$ cat src/rtl/lfsr_rnd_pkg.sv
// Shared definitions for the 32-bit random-stream LFSR: word width, the
// generator's reset seed, feedback tap positions, checker state encoding and
// a popcount helper used by the optional bit-error accumulator.
package lfsr_rnd_pkg;

    localparam int          LFSR_W    = 32;
    localparam logic [31:0] LFSR_SEED = 32'hbed4dead;
    localparam int          TAP_HI    = 31;
    localparam int          TAP_LO    = 1;

    localparam logic [1:0] HUNT   = 2'd0;
    localparam logic [1:0] SYNC   = 2'd1;
    localparam logic [1:0] LOCKED = 2'd2;

    function automatic logic [5:0] popcount32(input logic [LFSR_W-1:0] v);
        logic [5:0] cnt;
        cnt = '0;
        for (int i = 0; i < LFSR_W; i++) begin
            cnt = cnt + 6'(v[i]);
        end
        return cnt;
    endfunction

endpackage

$ cat src/rtl/lfsr_rnd_chk_adv.sv
// Combinational LFSR word advance: applies BITS single steps
// x = {x[31]^x[1], x[31:1]} to the input word.
// Ports:
//   x_in  - current 32-bit LFSR word
//   x_out - word after BITS steps
module lfsr_adv
    import lfsr_rnd_pkg::*;
#(
    parameter int BITS = 31
) (
    input  logic [LFSR_W-1:0] x_in,
    output logic [LFSR_W-1:0] x_out
);

    logic [LFSR_W-1:0] x;

    always_comb begin
        x = x_in;
        for (int i = 0; i < BITS; i++) begin
            x = {x[TAP_HI] ^ x[TAP_LO], x[LFSR_W-1:1]};
        end
        x_out = x;
    end

endmodule

$ cat config.mk
export PLATFORM = sky130hd
export DESIGN_NAME = lfsr_adv
export DESIGN_NICKNAME = d
export VERILOG_FILES = /design/src/rtl/lfsr_rnd_pkg.sv /design/src/rtl/lfsr_rnd_chk_adv.sv
export SDC_FILE = /design/constraint.sdc
export NUM_CORES = 1
export LEC_CHECK = 0
export CORE_MARGIN = 2
export CORE_UTILIZATION = 40
export DETAILED_ROUTE_END_ITERATION = 12
export PLACE_DENSITY = 0.89
export SYNTH_ARGS = -nofsm -noshare
export SYNTH_HDL_FRONTEND = slang
export SYNTH_SLANG_ARGS = --single-unit
export TNS_END_PERCENT = 100
$ cat constraint.sdc
create_clock -name vclk -period 8.6
set_clock_uncertainty 0.15 [all_clocks]
set_input_delay 1.72 -clock vclk [all_inputs]
set_output_delay 1.72 -clock vclk [all_outputs]
set_load 0.1 [all_outputs]
Yosys cells after proc, flatten, opt, wreduce, memory -nomap -nowiden
Index checks and enable logic that the tools add are counted.
Storage, ports and cells
  register bits: 0
  input bits: 32
  output and inout port bits: 32
  word-level logic and storage cells: 31
Cells by class
  bitwise logic cells: 31
Operators with widths (count)
  $xor A1 B1 Y1: 31

Logic depth before layout (Yosys ltp)
Gate-level depths: netlist (run 1).
  word-level depth: 31
  depth in mapped cells: 8
  depth with buffers taken out: 6

Least setup slack after synthesis (run 1)
Ideal clock, no wire load.
  path type: input to output
  start: in x_in[1]
  end: out x_out[8]
  arrival: 6.141 ns
  required time: 6.730 ns
  path slack: 0.589 ns
  stages: 4
  buffers on the path: 0
  cell sequence: xor3_2 > xnor3_2 > xnor2_1 > xor2_1
On the way
  cells in the longest elaborated chain, start to end: 8
RTL lines
  start, declared: RTL line lfsr_rnd_chk_adv.sv:11  | input logic [LFSR_W-1:0] x_in,
  $xor A1 B1 Y1 (7 in series): RTL line lfsr_rnd_chk_adv.sv:20  | x = {x[TAP_HI] ^ x[TAP_LO], x[LFSR_W-1:1]};
  net x_out[7]: RTL line lfsr_rnd_chk_adv.sv:12  | output logic [LFSR_W-1:0] x_out
  $xor A1 B1 Y1: RTL line lfsr_rnd_chk_adv.sv:20
  end, declared: RTL line lfsr_rnd_chk_adv.sv:12
The timed path passes the listed nets, and every way through them passes these cells.

Worst setup path after layout (run 1)
  start: in x_in[31]
  end: out x_out[13]
On the way
  cells in the longest elaborated chain, start to end: 13
RTL lines (RTL line)
  $xor A1 B1 Y1 (13 in series): lfsr_rnd_chk_adv.sv:20
No other way between the ends.

==> results of run 1 <==
metrics by stage:
step / util, % / instance area (um2) / cells / hold slack, ns
finish: 69.2 / 1530 / 152 / 4.29
global route: 69.2 / 1530 / 152 / 4.32
CTS: 69.2 / 1530 / 152 / 4.30
detailed placement: 69.2 / 1530 / 152 / 4.30
global placement: 69.2 / 1530 / 152 / 4.25
floorplan: - / 940 / 65 / 3.50
layout make-up:
cell class                      count  area [um2]  share of cell area [%]
Timing Repair Buffer               63         603                    39.4
Multi-Input combinational cell     59         881                    57.5
Inverter                            2        12.5                   0.817
Tap cell                           28        35.0                    2.29
layout by cell type, fill, tap and decap left out:
master | Yosys | layout
buf_4 | 2 | 11
xor2_1 | 7 | 7
xnor3_1 | 22 | 22
clkdlybuf4s50_1 | 0 | 52
inv_2 | 1 | 1
xnor2_1 | 26 | 26
xor3_2 | 1 | 1
clkinv_4 | 1 | 1
xnor3_2 | 3 | 3
logic make-up (layout without fill, tap and decap cells):
kind of cell	count (synthesis)	count (layout)
xor gates and xnor gates	59	59
buffers and inverters	6	65
worst min path at each step:
stage	end	depth (start not counted)	from
3_3_place_gp	x_out[15]	4	x_in[15]
5_1_grt	x_out[29]	4	x_in[29]
4_1_cts	x_out[29]	4	x_in[29]
6_report	x_out[29]	4	x_in[29]
3_5_place_dp	x_out[29]	4	x_in[29]
2_1_floorplan	x_out[0]	1	x_in[31]
per-layer routing:
metal	up-vias	track usage (%)	part of all wire (%)
li1	336	-	-
met1	303	15.9	40
met2	54	27.5	46
met3	0	4.00	14
met4	0	0	0
met5	-	0	0
critical path, cell delays in order:
cell,delay (ns)
clkdlybuf4s50_1,0.57
xor3_2,0.40
xnor3_2,0.31
inv_2,0.05
xnor3_1,0.77
clkinv_4,0.26
xnor2_1,0.21
clkdlybuf4s50_1,1.14
==> run summary, run 1 <==
Max-slew violation count = 0
Diodes inserted = 0
Critical Path AT = 5.44 ns
Post-detail-place hpwl = 1590 um
CP required = 6.73 ns
Layout cells sized above 1 = 13.7%
Synth top area share = 52.7%
Grt total ovfl = 0
Fillers = 166
Crit path launch type = primary input
XOR/XNOR Fraction of Synth Area = 93.7%
Avg Cell Area, Syn = 14.5 um2
Worst Setup End Kind = output port
Simple-Gate Fraction of Synth Area = 0%
Nets = 158
Setup TNS = 0 ns
Vias = 693
Final min period = 7.31 ns
Mapped Cells = 65
# IOs = 64
Die ar. = 2750 um2
Number of global-route vias before repair = 720
Pre-CTS setup slack = 1.26 ns
Crit Path Max Fanout = 13
Post-synth top cells = 26 x xnor2_1, 22 x xnor3_1, 7 x xor2_1
ANT nets after route = 0
Syn Std Cell Area = 940 um2
Gpl congestion = 0.652
Adder-Cell Fraction of Synth Area = 0%
Die Ht = 52.5 um
Crit path kind = in -> out
Main area contributors after synthesis = xnor3_1 53%, xnor2_1 24%, xnor3_2 7.6%, xor2_1 6.5%, xor3_2 2.7%
Mapped Nets = 97
Max Cap Viol = 0
Post-synthesis sequential area ratio = 0%
FFs & Latches = 0
Area leader, netlist = xnor3_1
Starting Density = 42.5%
CP Launch Point = x_in[31]
Final setup margin = 1.29 ns
Routed len/inst = 12.5 um
Highest clock rate = 137 MHz
Register area = 0 um2
Cell variety after synth = 10
Vias per cell = 4.56
Compound-cell area share of the yosys netlist = 0%
Final hold vios = 0
CLK BUF = 0
Most common cell in the netlist = xnor2_1
Overall Global Routing Usage = 14.1%
Mux share of post-synthesis cell area = 0%
Die W = 52.5 um
Setup crit end = x_out[13]
Worst-margin pin slew = 0.977 ns
Port-buffer cells = 63
Initial antenna violation count = 0
Period utilization = 85.1%
YS warnings = 0
Post-CTS Setup Inserts = 0
Largest net degree at the start of global routing = 14
Core area = 2210 um2
Hold Crit Class = in -> out
DR iter-0 viols = 3
Post-CTS Hold Buffers = 0
Area delta synth->final = 63.0%
Post-route DRC = 0
1st-pass router iterations = 4
Status = finished, final reports clean
First-pass GRT wire length = 2990 um
CTS resizes = 0
Post-Route WL = 1910 um
RSZ-0062 raised after global routing = no
Final setup viols = 0
Largest family of logic cells by synthesized area = XOR/XNOR gates
Std-Cell Rows = 17
Slew headroom = 34.6%
Power of run 1 is left out: the tool's default activity adds up to more than one toggle a clock period on the data nets, which glitch-free logic cannot reach.
==> run 2, diff against run 1 <==
--- a/config.mk
+++ b/config.mk
@@ -8,7 +8,7 @@
 export CORE_MARGIN = 2
 export CORE_UTILIZATION = 40
 export DETAILED_ROUTE_END_ITERATION = 12
-export PLACE_DENSITY = 0.89
+export PLACE_DENSITY = 0.91
 export SYNTH_ARGS = -nofsm -noshare
 export SYNTH_HDL_FRONTEND = slang
 export SYNTH_SLANG_ARGS = --single-unit
==> run summary, run 2 (synthesized netlist as in run 1, its figures left out) <==
Hold Crit Class = in -> out
FFs & Latches = 0 (unchanged)
Area after DPL = 1530 um2 (unchanged)
Post-detail-place hpwl = 1670 um (+4.7%)
Highest clock rate = 136 MHz (-0.33%)
Max Cap Viol = 0 (unchanged)
Layout cells sized above 1 = 13.7% (unchanged)
Area delta synth->final = 63.0% (unchanged)
Pre-CTS setup slack = 1.23 ns (-0.0223 ns)
CTS resizes = 0 (unchanged)
Largest net degree at the start of global routing = 14 (unchanged)
Final min period = 7.34 ns (+0.0239 ns)
Grt total ovfl = 0 (unchanged)
Max-slew violation count = 0 (unchanged)
Vias = 695 (+0.29%)
Core area = 2210 um2 (unchanged)
Port-buffer cells = 63 (unchanged)
Worst Setup End Kind = output port
DR iter-0 viols = 7 (+4)
Crit path launch type = primary input
Hold path startpoint = x_in[15]
Die W = 52.5 um (unchanged)
RSZ-0062 raised after global routing = no
Post-Route WL = 1970 um (+3.1%)
Nets = 158 (unchanged)
Status = finished, final reports clean
Final setup viols = 0 (unchanged)
Hold WS = 4.28 ns (-0.00654 ns)
Initial antenna violation count = 0 (unchanged)
Die Ht = 52.5 um (unchanged)
Final hold vios = 0 (unchanged)
Final setup margin = 1.26 ns (-0.0239 ns)
Hold depth = 4 (unchanged)
ANT nets after route = 0 (unchanged)
CLK BUF = 0 (unchanged)
Worst-margin pin slew = 0.987 ns (+0.00981 ns)
Commonest non-fill, non-tap cell in the layout = clkdlybuf4s50_1
Critical Path AT = 5.47 ns (+0.03 ns)
Number of global-route vias before repair = 726 (+0.83%)
Overall Global Routing Usage = 14.4% (+0.26 points)
Setup TNS = 0 ns (unchanged)
Post-CTS Hold Buffers = 0 (unchanged)
Diodes inserted = 0 (unchanged)
Routed len/inst = 12.9 um (+3.1%)
Period utilization = 85.3% (+0.28 points)
Most frequent cells in the layout = 52 x clkdlybuf4s50_1, 26 x xnor2_1, 22 x xnor3_1
1st-pass router iterations = 4 (unchanged)
Starting Density = 42.5% (unchanged)
Design area = 1530 um2 (unchanged)
Die ar. = 2750 um2 (unchanged)
Crit path kind = in -> out
CP required = 6.73 ns (about the same)
Register area = 0 um2 (unchanged)
Post-CTS Setup Inserts = 0 (unchanged)
First-pass GRT wire length = 3080 um (+3.2%)
Vias per cell = 4.57 (+0.29%)
Std-Cell Rows = 17 (unchanged)
Post-route DRC = 0 (unchanged)
Slew headroom = 34.0% (-0.66 points)
CP Launch Point = x_in[31]
Gpl congestion = 0.655 (+0.43%)
# IOs = 64 (unchanged)
Crit Path Max Fanout = 13 (unchanged)
==> run 2: cell counts in the layout (fill, tap and decap cells not counted) <==
Identical to the previous run, type by type.
==> run 2: cell type report <==
cell class | count | area (um2)
Multi-Input combinational cell | 59 | 881
Fill cell | 176 | 681
Timing Repair Buffer | 63 | 603
Tap cell | 28 | 35.0
Inverter | 2 | 12.5
==> run 2: routing by layer <==
metal  track usage (%)  part of all wire [%]  up-vias
met3              3.43                    14        0
li1                  -                     -      335
met2              25.4                    44       52
met5                 0                     0        -
met4                 0                     0        0
met1              18.9                    42      308
==> run 2: final timing paths <==
check   endpoint  slack, ns
max    x_out[23]       1.26
min    x_out[15]       4.28
==> run 2: worst max-delay path, cell delays in order <==
cell,delay (ns)
clkdlybuf4s50_1,0.57
xor3_2,0.40
xnor3_2,0.31
inv_2,0.05
xnor3_1,0.76
clkinv_4,0.27
xnor2_1,0.21
clkdlybuf4s50_1,1.16
==> run 2: through the flow <==
stage | util, % | instances
global route | 69.2 | 152
detailed placement | 69.2 | 152
global placement | 69.2 | 152
CTS | 69.2 | 152
floorplan | - | 65
finish | 69.2 | 152
Power of run 2 is left out for the same reason.
==> run 3, diff against run 2 <==
--- a/config.mk
+++ b/config.mk
@@ -8,6 +8,7 @@
 export CORE_MARGIN = 2
 export CORE_UTILIZATION = 40
 export DETAILED_ROUTE_END_ITERATION = 12
+export GPL_TIMING_DRIVEN = 0
 export PLACE_DENSITY = 0.91
 export SYNTH_ARGS = -nofsm -noshare
 export SYNTH_HDL_FRONTEND = slang
==> run summary, run 3 (synthesized netlist as in run 1, its figures left out) <==
Post-route DRC = 0 (unchanged)
Layout cells sized above 1 = 7.81% (-5.9 points)
Buf/Inv on CP = 6 (+2)
Fillers = 172 (-2.3%)
Overall Global Routing Usage = 13.5% (-0.85 points)
DR iter-0 viols = 5 (-2)
Status = finished, final reports clean
Post-CTS Setup Inserts = 0 (unchanged)
Crit Path Max Fanout = 10 (-3)
Final min period = 7.23 ns (-0.113 ns)
Hold depth = 3 (-1)
Hold path startpoint = x_in[3]
Die Ht = 52.5 um (unchanged)
Critical Path, Cell by Cell = clkdlybuf4s50_1 > xor3_2 > xnor3_2 > inv_2 > xnor3_1 > buf_6 > clkinv_4 > buf_12 > xnor3_1 > clkdlybuf4s50_1
Critical Path AT = 5.36 ns (-0.11 ns)
Starting Density = 42.5% (unchanged)
Die ar. = 2750 um2 (unchanged)
Grt total ovfl = 0 (unchanged)
Critical path's largest stage delay = 1.14 ns (-0.02 ns)
Register area = 0 um2 (unchanged)
Max Cap Viol = 0 (unchanged)
Std-Cell Rows = 17 (unchanged)
Post-Route WL = 1970 um (+0.46%)
Slew headroom = 34.0% (about the same)
Period utilization = 84.0% (-1.3 points)
Worst path slowest cell = clkdlybuf4s50_1
Diodes inserted = 0 (unchanged)
Core area = 2210 um2 (unchanged)
Worst hold endpoint = x_out[3]
Crit path kind = in -> out
Number of global-route vias before repair = 682 (-6.1%)
Max-slew violation count = 0 (unchanged)
Initial antenna violation count = 0 (unchanged)
Worst-margin pin slew = 0.987 ns (-0.000194 ns)
Vias per cell = 4.62 (+0.94%)
Final setup viols = 0 (unchanged)
1st-pass router iterations = 4 (unchanged)
Commonest non-fill, non-tap cell in the layout = clkdlybuf4s50_1
Area delta synth->final = 70.8%
Worst Setup End Kind = output port
Critical path's top delay family = buffers and inverters
Hold WS = 4.82 ns (+0.536 ns)
Inst Count DP = 156 (+2.6%)
Die W = 52.5 um (unchanged)
Largest net degree at the start of global routing = 11 (-3)
Setup TNS = 0 ns (unchanged)
CLK BUF = 0 (unchanged)
ANT nets after route = 0 (unchanged)
FFs & Latches = 0 (unchanged)
Fin cells = 156 (+2.6%)
Most frequent cells in the layout = 63 x clkdlybuf4s50_1, 26 x xnor2_1, 22 x xnor3_1
Nets = 162 (+2.5%)
Routed len/inst = 12.7 um (-2.1%)
Gpl congestion = 0.651 (-0.61%)
Hold Crit Class = in -> out
Final hold vios = 0 (unchanged)
RSZ-0062 raised after global routing = no
Post-CTS Hold Buffers = 0 (unchanged)
Post-detail-place hpwl = 1720 um (+3.2%)
Crit path launch type = primary input
CTS resizes = 0 (unchanged)
CP required = 6.73 ns (about the same)
Vias = 720 (+3.6%)
Port-buffer cells = 63 (unchanged)
First-pass GRT wire length = 2890 um (-6.3%)
Highest clock rate = 138 MHz (+1.6%)
# IOs = 64 (unchanged)
==> run 3: cell types whose count changed in the layout (fill, tap and decap cells not counted), sizes merged <==
cell	before	now
buf	11	4
clkdlybuf4s50	52	63
==> run 3: per-layer routing <==
layer  GRT usage, %  wire length (um)  up-vias
met1           14.8               732      319
met5              0                 0        -
met2           26.9               925       56
li1               -                 -      345
met3           3.71               316        0
met4              0                 0        0
==> run 3: worst max-delay path by stage <==
stage              from  cells past startpoint  slack, ns   endpoint
3_5_place_dp   x_in[31]                     10       1.36  x_out[18]
4_1_cts        x_in[31]                     10       1.34  x_out[18]
5_1_grt        x_in[31]                     10       1.26  x_out[18]
6_report       x_in[31]                     10       1.37  x_out[26]
2_1_floorplan   x_in[1]                      4       0.59   x_out[8]
3_3_place_gp    x_in[1]                     10       1.39  x_out[26]
==> run 3: through the flow <==
stage	setup WS [ns]	util, %	instance area, um2
2_1_floorplan	0.589	-	940
3_3_place_gp	1.39	72.6	1610
3_5_place_dp	1.36	72.6	1610
4_1_cts	1.34	72.6	1610
5_1_grt	1.26	72.6	1610
6_report	1.37	72.6	1610
==> run 3: layout make-up <==
type / instances / area, um2 / share of cell area [%]
repair buffers: 63 / 631 / 39.3
plain buffers: 4 / 46.3 / 2.88
inverters: 2 / 12.5 / 0.779
well taps: 28 / 35.0 / 2.18
multi-input cells: 59 / 881 / 54.9
Power of run 3 is left out for the same reason.
==> RTL change: new RTL, config.mk and constraints of run 1 <==
The parameter `BITS` goes from 31 to 62.
--- a/src/rtl/lfsr_rnd_chk_adv.sv
+++ b/src/rtl/lfsr_rnd_chk_adv.sv
@@ -6,7 +6,7 @@
 module lfsr_adv
     import lfsr_rnd_pkg::*;
 #(
-    parameter int BITS = 31
+    parameter int BITS = 62
 ) (
     input  logic [LFSR_W-1:0] x_in,
     output logic [LFSR_W-1:0] x_out
Behaviour: not the same (Yosys sat finds a counterexample).
==> RTL change against run 1 <==
  * Final cell count grew 9.9%
  * Synthesized area shrank 0.13%
  * Setup slack lost 0.0050 ns
  * Cell area grew 4.4%
  * Wire length grew 6.8%
  * First-iteration DRC count shrank 33%
  * Highest routed layer unchanged
  * Global-route usage grew 1.0 points
Power is not shown: default switching activity piles up to over one toggle a cycle in this logic, so the estimate is an artifact.
==> RTL change: results <==
[critical_path]
worstPathMaxFanout = 5
crit_arrival_ns = 5.45

[global_route]
grt_pass1_vias = 766
grt_max_degree = 9
grt_pass1_wl_um = 3210
antenna_found_initial = 0
grtUsageTotal_pct = 15.1

[routing]
drtAntennaViolNets = 0
dr_total_vias = 723
initialDrtViolationCount = 2
dr.max_layer_used = "met3"
met1Wirelength_um = 769
wirelength_um = 2040
first_pass_iters = 2
dr_wl_met2_um = 1070
met3_length_um = 192

[yosys]
syn_nets = 109
yosys_warnings = 0
yosysUniqueCellTypes = 11
synthTopCellsByArea = "xnor2_1 35%, xnor3_1 22%, xor2_1 17%, xor3_1 13%, xnor2_2 3.5%"
yosysSeqAreaShare_pct = 0
synthTopCellsByCount = "37 x xnor2_1, 18 x xor2_1, 9 x xnor3_1"

[layout]
nNetsFinal = 173
num-fill-cells = 167
antenna_cells = 0
drive_gt1_share_pct = 4.32
clockBufferCount = 0
seq_cell_count = 0

[placed_design]
port-buffer-count = 63
gp_congestion = 0.674
placed_area_um2 = 1600
hpwl_um = 1820

[run_status]
status = "completed"

[clock_network]
ctsResizeCount = 0
cts_setup_buffers = 0

[worst_hold_path]
min_path_type = "in -> out"

[sta]
max_slew.worst_pin.slew_ns = 0.983
[RTL change: cell types whose count changed in the layout (fill, tap and decap cells not counted), sizes merged, moves of 4 or more]
cell                  run 1  this run
xnor2                    26        39
buf                      11         0
xor3                      1         5
clkdlybuf4s50            52        63
xnor3                    25        11
xor2                      7        20
[RTL change: worst max-delay path: stages]
cell and delay, ns:
clkdlybuf4s50_1 0.53, xnor3_1 0.49, xor2_2 0.24, xnor3_4 0.63
xnor3_2 0.50, xor2_1 0.18, clkdlybuf4s50_1 1.16
[RTL change: cell families (layout without fill, tap and decap cells)]
family,Yosys count,count (layout),share of synthesized area (%)
XOR/XNOR,75,75,99.1
buffers and inverters,2,64,0.932
[RTL change: worst paths after layout]
check / startpoint / endpoint / slack (ns) / depth (start not counted)
worst min-delay path: x_in[2] / x_out[31] / 4.84 / 3
worst max-delay path: x_in[10] / x_out[26] / 1.28 / 7
[RTL change: stage by stage]
stage	utilization, %	cells	hold WS, ns	setup WS [ns]
after floorplan	-	77	3.74	1.14
after CTS	72.3	167	4.85	1.25
after global routing	72.3	167	4.87	1.17
final	72.3	167	4.84	1.28
after detailed placement	72.3	167	4.84	1.26
after global placement	72.3	167	4.84	1.31
[RTL change: cell type report]
cell class	instances	area share, %
repair buffers	63	39.4
inverters	1	0.235
well taps	28	2.19
multi-input cells	75	58.1
[RTL change: layer usage]
| metal | track usage (%) | vias to the layer above |
|---|---|---|
| met1 | 15.8 | 318 |
| met5 | 0 | - |
| met3 | 3.14 | 0 |
| li1 | - | 369 |
| met4 | 0 | 0 |
| met2 | 31.7 | 36 |
